[src/rtl/fifo_arb_pkg.sv]
// Shared state type, default sizing and index helper for the FIFO write-port arbiter.
// Defaults describe the 8-entry, 8-bit FIFO shared by four producers.
package fifo_arb_pkg;

    localparam int DEF_NUM_REQ   = 4;
    localparam int DEF_DATA_W    = 8;
    localparam int DEF_CNT_W     = 4;
    localparam int DEF_DEPTH     = 8;
    localparam int DEF_MAX_BURST = 4;

    localparam int ID_W = $clog2(DEF_NUM_REQ);

    typedef enum logic {
        IDLE  = 1'b0,
        BURST = 1'b1
    } state_t;

    // Next producer index in round-robin order, wrapping at n.
    function automatic int wrap_inc(input int idx, input int n);
        return (idx + 1 >= n) ? 0 : idx + 1;
    endfunction

endpackage

[src/rtl/fifo_wr_arbiter_rr_pick.sv]
// Combinational round-robin picker: first asserted request at or after ptr,
// wrapping modulo N.
module rr_pick
    import fifo_arb_pkg::*;
#(
    parameter int N  = DEF_NUM_REQ,
    parameter int IW = ID_W
) (
    input  logic [N-1:0]  req,
    input  logic [IW-1:0] ptr,
    output logic          found,
    output logic [IW-1:0] idx
);

    logic [IW-1:0] pos;

    // Scan from furthest to nearest so the position closest to ptr wins.
    always_comb begin
        found = 1'b0;
        idx   = '0;
        pos   = '0;
        for (int k = N - 1; k >= 0; k--) begin
            pos = IW'((int'(ptr) + k) % N);
            if (req[pos]) begin
                found = 1'b1;
                idx   = pos;
            end
        end
    end

endmodule

[src/rtl/fifo_wr_arbiter.sv]
// Round-robin, burst-bounded arbiter sharing one FIFO write port among producers,
// with registered write outputs and credit-based overflow protection.
module fifo_wr_arbiter
    import fifo_arb_pkg::*;
#(
    parameter int NUM_REQ   = DEF_NUM_REQ,
    parameter int DATA_W    = DEF_DATA_W,
    parameter int CNT_W     = DEF_CNT_W,
    parameter int DEPTH     = DEF_DEPTH,
    parameter int MAX_BURST = DEF_MAX_BURST
) (
    input  logic                       clk,
    input  logic                       rst,
    input  logic [NUM_REQ-1:0]         req_valid,
    input  logic [NUM_REQ*DATA_W-1:0]  req_data,
    output logic [NUM_REQ-1:0]         req_ready,
    input  logic                       fifo_full,
    input  logic [CNT_W-1:0]           fifo_cnt,
    output logic                       fifo_wr,
    output logic [DATA_W-1:0]          fifo_data_in,
    output logic [$clog2(NUM_REQ)-1:0] grant_id,
    output logic                       busy
);

    localparam int IW = $clog2(NUM_REQ);
    localparam int BW = $clog2(MAX_BURST + 1);

    state_t          state;
    state_t          state_nxt;
    logic [IW-1:0]   rr_ptr;
    logic [IW-1:0]   rr_nxt;
    logic [IW-1:0]   grant_nxt;
    logic [BW-1:0]   beat_cnt;
    logic [BW-1:0]   beat_nxt;
    logic [CNT_W:0]  space;
    logic            accept;
    logic            found;
    logic [IW-1:0]   pick;
    logic [IW-1:0]   sel;
    logic            xfer;
    logic [DATA_W-1:0] beat_data;

    // The pending write still counts against space since the FIFO has not seen it yet.
    assign space  = (CNT_W+1)'(DEPTH) - {1'b0, fifo_cnt} - {{CNT_W{1'b0}}, fifo_wr};
    assign accept = (space != '0) && !fifo_full;
    assign busy   = (state == BURST);

    rr_pick #(
        .N  (NUM_REQ),
        .IW (IW)
    ) u_pick (
        .req   (req_valid),
        .ptr   (rr_ptr),
        .found (found),
        .idx   (pick)
    );

    assign beat_data = req_data[int'(sel)*DATA_W +: DATA_W];

    always_comb begin
        state_nxt = state;
        grant_nxt = grant_id;
        rr_nxt    = rr_ptr;
        beat_nxt  = beat_cnt;
        sel       = grant_id;
        xfer      = 1'b0;
        req_ready = '0;
        case (state)
            IDLE: begin
                if (found && accept) begin
                    sel             = pick;
                    xfer            = 1'b1;
                    req_ready[pick] = 1'b1;
                    grant_nxt       = pick;
                    beat_nxt        = BW'(1);
                    if (MAX_BURST == 1) begin
                        rr_nxt = IW'(wrap_inc(int'(pick), NUM_REQ));
                    end else begin
                        state_nxt = BURST;
                    end
                end
            end
            BURST: begin
                // Owner going idle ends the burst; a credit stall keeps ownership.
                if (!req_valid[grant_id]) begin
                    state_nxt = IDLE;
                    rr_nxt    = IW'(wrap_inc(int'(grant_id), NUM_REQ));
                end else if (accept) begin
                    xfer                = 1'b1;
                    req_ready[grant_id] = 1'b1;
                    beat_nxt            = beat_cnt + 1'b1;
                    if (int'(beat_cnt) + 1 == MAX_BURST) begin
                        state_nxt = IDLE;
                        rr_nxt    = IW'(wrap_inc(int'(grant_id), NUM_REQ));
                    end
                end
            end
            default: state_nxt = IDLE;
        endcase
    end

    always_ff @(posedge clk or posedge rst) begin
        if (rst) begin
            state        <= IDLE;
            rr_ptr       <= '0;
            beat_cnt     <= '0;
            grant_id     <= '0;
            fifo_wr      <= 1'b0;
            fifo_data_in <= '0;
        end else begin
            state    <= state_nxt;
            rr_ptr   <= rr_nxt;
            beat_cnt <= beat_nxt;
            grant_id <= grant_nxt;
            fifo_wr  <= xfer;
            if (xfer) begin
                fifo_data_in <= beat_data;
            end
        end
    end

endmodule

[config.mk]
export PLATFORM = sky130hd
export DESIGN_NAME = fifo_wr_arbiter
export DESIGN_NICKNAME = d
export VERILOG_FILES = /design/src/rtl/fifo_arb_pkg.sv /design/src/rtl/fifo_wr_arbiter_rr_pick.sv /design/src/rtl/fifo_wr_arbiter.sv
export SDC_FILE = /design/constraint.sdc
export NUM_CORES = 1
export LEC_CHECK = 0
export CORE_MARGIN = 2
export CORE_UTILIZATION = 39
export DETAILED_ROUTE_END_ITERATION = 16
export GPL_ROUTABILITY_DRIVEN = 0
export PLACE_DENSITY_LB_ADDON = 0.25
export SLEW_MARGIN = 20
export SYNTH_ARGS = -nofsm -noshare
export SYNTH_HDL_FRONTEND = slang
export SYNTH_HIERARCHICAL = 1
export SYNTH_SLANG_ARGS = --single-unit
[constraint.sdc]
create_clock -name clk -period 2.2 [get_ports clk]
set_input_delay 0.44 -clock clk [delete_from_list [all_inputs] [get_ports clk]]
set_output_delay 0.44 -clock clk [all_outputs]
set_load 0.02 [all_outputs]
# --- Word-level counts from Yosys, hierarchy flattened ---
# Cells that the tools add are included.
# W data, S select, Z words.
totals:
  in_bits: 43
  output_inout_bits: 16
  register_bits: 17
  word_cells: 83
classes:
  n_addsub: 8
  reduce_logical: 8
  n_bitwise: 1
  magnitude_cmp: 9
  n_eq_ne: 6
  shift: 1
  muxes: 44
op_table:
  columns: ["cell", "n"]
  rows:
  - ["$shiftx A32 B6 Y8", 1]
  - ["$mux W2", 10]
  - ["$lt A2 B3 Y1 const B", 6]
  - ["$mux W1", 17]
  - ["$mux W4", 3]
  - ["$bmux W1 S2", 5]
  - ["$mux W3", 3]
  - ["$pmux W4 S2", 1]
  - ["$ne A2 B1 Y1 const B", 3]
  - ["$pmux W3 S2", 1]
  - ["$reduce_and A3 Y1", 2]
  - ["$reduce_bool A5 Y1", 1]
  - ["$sub A4 B4 Y5 const A", 1]
  - ["$sub A5 B1 Y5", 1]
  - ["$add A2 B2 Y2 const B", 2]
  - ["$add A3 B1 Y4 const B", 1]
  - ["$demux W1 S2", 2]
  - ["$eq A4 B3 Y1 const B", 1]
  - ["$ge A2 B1 Y1 const B", 2]
  - ["$logic_and A1 B1 Y1", 4]
  - ["$ne A2 B2 Y1 const B", 2]
  - ["$pmux W1 S2", 2]
  - ["$add A2 B1 Y3 const B", 1]
  - ["$add A3 B1 Y3 const B", 1]
  - ["other kinds (4)", 4]

# --- Logic depth before layout (Yosys ltp) ---
# Gate-level depths: netlist of the first run.
depth:
  word_depth: 13
  ltp_mapped: 12
  mapped_depth_nobuf: 11

# --- Cells and area by module ---
# Netlist of the first run, hierarchy kept.
by_module_without_submodules:
  columns: ["mod", "n_inst", "cells_each", "seq_area_each_um2", "area_each_um2"]
  rows:
  - ["fifo_wr_arbiter", 1, 137, 425.4, 1358.8]
  - ["rr_pick", 1, 13, 0.0, 77.6]

# --- Least setup slack after synthesis of the first run ---
# No wires, ideal clock.
synth_path:
  kind: "reg2out"
  start: "register fifo_wr"
  end: "output req_ready[1]"
  t_arrival_ns: 2.196
  path_slack_ns: -0.436
  t_required_ns: 1.760
  path_stages_with_launch: 10
  path_buffers: 1
  cell_sequence: "dfrtp_1 -> inv_1 -> ha_1 -> ha_1 -> inv_1 -> ha_1 -> nor3b_2 -> a31o_2 -> clkbuf_1 -> o21ai_0"
synth_via:
  elab_chain_len: 6
  word_cells_on_any_way: 8
  classes_between: "1 x add/sub; 4 x mux; 3 x reduce/logical"
synth_rtl:
  columns: ["item", "line", "text"]
  rows:
  - ["start, declared", "fifo_wr_arbiter.sv:19", "output logic fifo_wr,"]
  - ["start signal, assigned", "fifo_wr_arbiter.sv:115", "fifo_wr <= xfer;"]
  - ["$sub A5 B1 Y5 *", "fifo_wr_arbiter.sv:44", "assign space = (CNT_W+1)'(DEPTH) - {1'b0, fifo_cnt} - {{CNT_W{1'b0}}, fifo_wr};"]
  - ["$reduce_bool A5 Y1 *", "fifo_wr_arbiter.sv:45", "assign accept = (space != '0) && !fifo_full;"]
  - ["$logic_and A1 B1 Y1 *", "fifo_wr_arbiter.sv:45", null]
  - ["$mux W4 or $logic_and A1 B1 Y1 (tied branches)", "fifo_wr_arbiter.sv:88, fifo_wr_arbiter.sv:70", null]
  - ["$mux W4 (on tied branches)", "fifo_wr_arbiter.sv:85, fifo_wr_arbiter.sv:70", null]
  - ["$pmux W4 S2 *", "fifo_wr_arbiter.sv:68", "case (state)"]
  - ["end, declared", "fifo_wr_arbiter.sv:16", "output logic [NUM_REQ-1:0] req_ready,"]
# Mark *: on every way between the ends. The rest lies on a longest branch, timed or not.

# --- Final worst setup path of the first run ---
layout_path:
  start: "register fifo_wr"
  end: "output req_ready[2]"
# The elaborated chain is that of the path after synthesis.

==> qor.csv, run 1 <==
stage,metric,value,unit
detailed_routing,wl_per_cell,18.2,um
global_route,grt_pass1_wl,8430,um
clock_tree,tritoncts,built,
sta,maxSlewHeadroom,54.8,%
sta,setup-violations-final,19,
cells_and_area,fillers,197,
logic_synthesis,netlist_area,1440,sq um
clock_tree,clk_pin_slew,70,ps
logic_synthesis,ys_types,41,
cells_and_area,layout_common_cells,"clkdlybuf4s50_1, buf_4, buf_6",
power_and_ir_drop,pwr_density_cell,1170,nW/um^2
min_path,hold_path_class,reg2reg,
worst_setup_path,crit_type,reg2out,
sta,finalHoldViolations,0,
logic_synthesis,avgSynthCellArea,9.58,sq um
worst_setup_path,cp-end-kind,output pin,
logic_synthesis,synthesis.nets,206,
detailed_routing,drc,0,
clock_tree,cts_buffer_depth,2,
floorplanning,fp.dieH,64.7,um
logic_synthesis,synth_edf_count,0,
detailed_routing,vias,1708,
worst_setup_path,crit_required,1760,ps
job,maxCapViolCount,0,
logic_synthesis,ys_warn_count,6,
floorplanning,initial_core_util,39.8,%
floorplanning,core,3610,sq um
logic_synthesis,synthArstFlopShare,100,%
sta,finalWorstSetupSlack,-432,ps
outcome,violations,setup timing,
global_route,grt_usage,26.5,%
logic_synthesis,synth_flop_cell,dfrtp_1,
sta,slew_viol_final,0,
detailed_routing,final_antenna_net_count,0,
clock_tree,htreeDepth,1,
floorplanning,ios,59,
detailed_routing,viasPerCell,5.47,
worst_setup_path,crit_arrival,2190,ps
sta,max_freq,0.380,GHz
detailed_routing,drtPass1Iterations,4,
sta,min_period_over_period,120,%
detailed_routing,first_iter_violations,48,
cells_and_area,layout-drive-gt1-share,48.1,%
sta,fin_setup_tns,-5340,ps
global_route,antenna_found_initial,0,
placed_design,io_buffers,58,
sta,fin_crit,2630,ps
floorplanning,num_rows,22,
floorplanning,die_area,4180,sq um
cells_and_area,antenna_cells,0,
cells_and_area,final_common_cell,clkdlybuf4s50_1,
clock_tree,cts-root-buf,clkbuf_8,
clock_tree,clock_sinks,17,
power_and_ir_drop,p_leak,0.00126,uW
clock_tree,numCtsBuffers,3,
logic_synthesis,syn-instance-count,150,
cells_and_area,area_growth,107,%
floorplanning,dieWidth,64.7,um
detailed_routing,wl,5690,um
logic_synthesis,ys_ff_latch,17,
global_route,globalRouteOverflowTotal,0,
cells_and_area,post-route-util,82.3,%
sta,fin_skew,6.83,ps
power_and_ir_drop,peakVddDrop,0.673,mV
placed_design,dp_hpwl,3310,um
clock_tree,insertion_delay,260,ps
cells_and_area,nNetsFinal,321,
sta,worst_pin_slew,678,ps
worst_setup_path,critPathLaunchType,flop,
global_route,grt_max_degree,18,
worst_setup_path,path_max_fanout,5,
sta,rsz0062_at_grt,true,
global_route,grt_pass1_vias,1774,
logic_synthesis,synth_seq_area_share,29.6,%
outcome,status,finished with violations,
-- power by group --
part	switching, uW	internal, uW
clock network	113	129
logic	1290	1340
registers	135	467
total	1540	1940
-- path summary, 6_finish.rpt --
kind                                              start  depth (start not counted)  slack (ps)                          end
worst max-delay path                  fifo_wr$_DFF_PP0_                         10        -430                 req_ready[2]
worst min-delay path            beat_cnt[2]$_DFFE_PP0P_                          1         530      beat_cnt[2]$_DFFE_PP0P_
worst max register to register        fifo_wr$_DFF_PP0_                         13        -400  fifo_data_in[5]$_DFFE_PP0P_
worst min register to register  beat_cnt[2]$_DFFE_PP0P_                          1         530      beat_cnt[2]$_DFFE_PP0P_
max in group asynchronous                           rst                          2        1150            fifo_wr$_DFF_PP0_
min in group asynchronous                           rst                          2         580  fifo_data_in[4]$_DFFE_PP0P_
-- sequential cells by signal, summed over array words and instances, names as in the netlist --
name and cells:
fifo_data_in 8, fifo_wr 1, busy 1, beat_cnt 3, rr_ptr 2, grant_id 2
-- cell type report --
| class | count | area, sq um | share of cell area, % |
|---|---|---|---|
| clock buffer | 4 | 45.0 | 1.52 |
| inverter | 23 | 88.8 | 2.99 |
| multi-input combinational | 108 | 1290 | 43.5 |
| sequential | 17 | 427 | 14.4 |
| tap | 48 | 60.1 | 2.02 |
| timing repair buffer | 112 | 1060 | 35.6 |
-- synth_stat cells (2+ instances only) --
master | instances | area share (%)
o21ai_0 | 3 | 1.0
nand2b_1 | 2 | 0.87
nand2_1 | 11 | 2.9
and3_1 | 2 | 0.87
ha_1 | 13 | 11
a31oi_1 | 9 | 3.9
o31ai_1 | 2 | 1.0
inv_1 | 22 | 5.7
mux2i_1 | 10 | 7.0
mux2_2 | 2 | 1.6
a2111oi_0 | 7 | 4.3
nor2_1 | 13 | 3.4
a31o_2 | 2 | 1.2
dfrtp_1 | 17 | 30
a211oi_1 | 8 | 4.2
buf_6 | 2 | 1.6
-- repair_timing --
item,CTS,global route
hold buffers,0,0
cloned,2,0
resized for setup,83,22
buffers inserted,15,4
endpoints found under the setup margin,20,20
pin swaps,23,17
-- kinds of logic after synthesis --
logic type,after synthesis,synth area share (%)
mux,14,11.7
simple gates,37,13.9
buf+inv,27,8.88
fa+ha+maj,13,11.3
flops,17,29.6
xor+xnor,1,1.13
compound gates,41,23.5
-- metal layers --
| metal | vias to the layer above | track usage (%) | routed length [um] |
|---|---|---|---|
| li1 | 777 | - | - |
| met4 | 0 | 12.5 | 193 |
| met3 | 19 | 3.65 | 293 |
| met5 | - | 0 | 0 |
| met1 | 832 | 28.1 | 2070 |
| met2 | 80 | 50.9 | 3130 |
-- critical path: stages (launching register included) --
cell and delay [ps]:
dfrtp_2 370, inv_2 40, ha_4 160, ha_4 160, buf_6 100, a211o_1 320
a31oi_2 220, nor2b_4 250, nand2_2 80, o31ai_2 60, buf_4 180
-- stage by stage --
| stage | cell area, sq um | std cells | setup slack, ps | hold slack (ps) | power (uW) |
|---|---|---|---|---|---|
| final | 2970 | 312 | -432 | 532 | 3480 |
| after global routing | 2970 | 312 | -505 | 553 | 3650 |
| after CTS | 2840 | 308 | -366 | 532 | 3190 |
| after detailed placement | 2420 | 290 | -1120 | 516 | 2430 |
| after global placement | 2420 | 290 | -1050 | 496 | 2360 |
| after floorplan | 1550 | 150 | -220 | 366 | 1650 |
No activity file was read; power rests on OpenSTA's default activity.
==> inputs of run 2 (changes only) <==
CORE_MARGIN = 4   (was 2)
==> run 2 against run 1 <==
Net effect:
- the run still ends with setup timing left
- clock skew is 4.4 ps lower
- sequential cell count unchanged
- sequential share of layout area increased by 0.53 points
- combinational power down 6%
- first-iteration DRC count grew 75%
- final area is 3.6% lower
- critical path type unchanged
- largest cell class unchanged
- largest power group unchanged
- highest routed layer unchanged
==> qor.csv, run 2 (synthesized netlist as in run 1, its figures left out) <==
stage,metric,value,unit
clock_tree,clock_sinks,17,
worst_setup_path,crit_arrival,2230,ps
sta,fin_hold_ws,547,ps
worst_setup_path,setup.worst_path.start,fifo_wr$_DFF_PP0_,
cells_and_area,nNetsFinal,321,
global_route,grt_max_degree,18,
sta,min_period_over_period,121,%
worst_setup_path,critPathLaunchType,flop,
detailed_routing,viasPerCell,5.57,
power_and_ir_drop,p_comb_share,74.5,%
detailed_routing,vias,1727,
placed_design,io_buffers,58,
global_route,grt_usage,24.4,%
sta,rsz0062_at_grt,true,
cells_and_area,largest_reg_flops,8,
sta,fin_setup_tns,-5640,ps
floorplanning,initial_core_util,41.7,%
worst_setup_path,r2r_slack,-390,ps
cells_and_area,multi_input_area,1220,sq um
detailed_routing,first_iter_violations,84,
clock_tree,ctsHoldBuffers,0,
sta,slew_viol_final,0,
detailed_routing,wl_per_cell,19.0,um
floorplanning,dieWidth,68.7,um
sta,setup-violations-final,20,
worst_setup_path,cp-end-kind,output pin,
power_and_ir_drop,peakVddDrop,0.689,mV
cells_and_area,top_regs,"fifo_data_in (8), beat_cnt (3)",
clock_tree,tritoncts,built,
clock_tree,insertion_delay,260,ps
worst_setup_path,crit_required,1760,ps
cells_and_area,area_growth,99.2,%
detailed_routing,drtPass1Iterations,4,
outcome,violations,setup timing,
min_path,hold_path_startpoint,beat_cnt[2]$_DFFE_PP0P_,
worst_setup_path,crit_type,reg2out,
global_route,antenna_found_initial,0,
worst_setup_path,worstReg2RegStart,fifo_wr$_DFF_PP0_,
power_and_ir_drop,seqPwrFrac,17.9,%
floorplanning,fp.dieH,68.7,um
clock_tree,htreeDepth,1,
floorplanning,core,3440,sq um
cells_and_area,antenna_cells,0,
placed_design,place_ws,-1160,ps
detailed_routing,wl,5900,um
outcome,status,finished with violations,
sta,finalWorstSetupSlack,-469,ps
min_path,hold_depth,1,
global_route,globalRouteOverflowTotal,0,
cells_and_area,fillers,187,
floorplanning,ios,59,
cells_and_area,layout_common_cells,"clkdlybuf4s50_1, buf_4, dfrtp_1",
cells_and_area,regArea,427,sq um
power_and_ir_drop,intPower,1840,uW
sta,fin_skew,2.39,ps
floorplanning,die_area,4720,sq um
worst_setup_path,rr_endpoint,fifo_data_in[1]$_DFFE_PP0P_,
cells_and_area,regMostFlops,fifo_data_in,
power_and_ir_drop,p_leak,0.00122,uW
clock_tree,clk_pin_slew,70,ps
floorplanning,num_rows,21,
detailed_routing,final_antenna_net_count,0,
detailed_routing,drc,0,
clock_tree,cts-root-buf,clkbuf_8,
power_and_ir_drop,swShare,44.8,%
sta,fin_crit,2670,ps
worst_setup_path,path_max_fanout,5,
min_path,whs_endpoint,beat_cnt[2]$_DFFE_PP0P_,
cells_and_area,layout-drive-gt1-share,47.0,%
sta,maxSlewHeadroom,54.0,%
global_route,grt_pass1_wl,8340,um
worst_setup_path,ff2ff_path_depth,13,
power_and_ir_drop,clockPowerShare,7.5,%
min_path,hold_path_class,reg2reg,
sta,max_freq,0.375,GHz
power_and_ir_drop,switching_power,1490,uW
clock_tree,cts_buffer_depth,2,
sta,worst_pin_slew,689,ps
global_route,grt_pass1_vias,1876,
placed_design,dp_hpwl,3710,um
clock_tree,numCtsBuffers,3,
sta,finalHoldViolations,0,
job,maxCapViolCount,0,
power_and_ir_drop,pwr_density_cell,1160,nW/um^2
==> run 2: how the worst max path moves through the flow <==
stage	slack (ps)	endpoint	cells past startpoint
after floorplan	-220	fifo_data_in[2]$_DFFE_PP0P_	12
after CTS	-410	req_ready[0]	11
final	-470	req_ready[0]	11
after detailed placement	-1160	req_ready[0]	12
after global routing	-540	req_ready[0]	11
after global placement	-1090	req_ready[2]	12
==> run 2: power groups by stage <==
stage | registers [uW] | logic [uW] | clock network (uW)
2_1_floorplan | 737 | 910 | 0
3_5_place_dp | 591 | 1900 | 0
3_3_place_gp | 580 | 1830 | 0
6_report | 596 | 2480 | 251
4_1_cts | 587 | 2170 | 239
5_1_grt | 612 | 2590 | 263
==> run 2: through the flow <==
stage	util, %	cells	power [uW]	cell area [sq um]
6_report	83.1	310	3320	2860
5_1_grt	83.1	310	3470	2860
2_1_floorplan	-	150	1650	1550
4_1_cts	78.3	303	3000	2700
3_3_place_gp	71.3	291	2410	2450
3_5_place_dp	71.3	291	2490	2450
==> run 2: what timing repair did <==
action,4_1_cts,5_1_grt
pin swaps,11,5
setup endpoints to repair,21,19
setup buffers,6,7
gates cloned,2,0
gates resized for setup,55,23
==> run 2: area by class of cell <==
type                    instances  share of cell area (%)
clock buffers                   3                    1.44
clock inverters                 1                   0.175
inverters                      23                    3.10
multi-input cells             108                    42.6
flip-flops and latches         17                    14.9
well taps                      46                    2.01
repair buffers                112                    35.8
==> run 2: critical path, stage by stage, from the launching register on <==
cell     delay (ps)
dfrtp_2         410
inv_2            70
ha_4            130
ha_4            130
inv_2            40
ha_4            240
nor3b_4         310
a31oi_4         140
nor2b_4         170
nand2_2         110
o31ai_4          80
buf_6           130
==> run 2: routing by layer <==
layer	wire [um]	up-vias	part of all wire [%]	global-route usage (%)
met5	0	-	0	0
met4	137	0	2.3	11.2
met3	362	12	6.1	3.89
met2	3170	94	54	44.9
met1	2240	847	38	27.0
li1	-	774	-	-
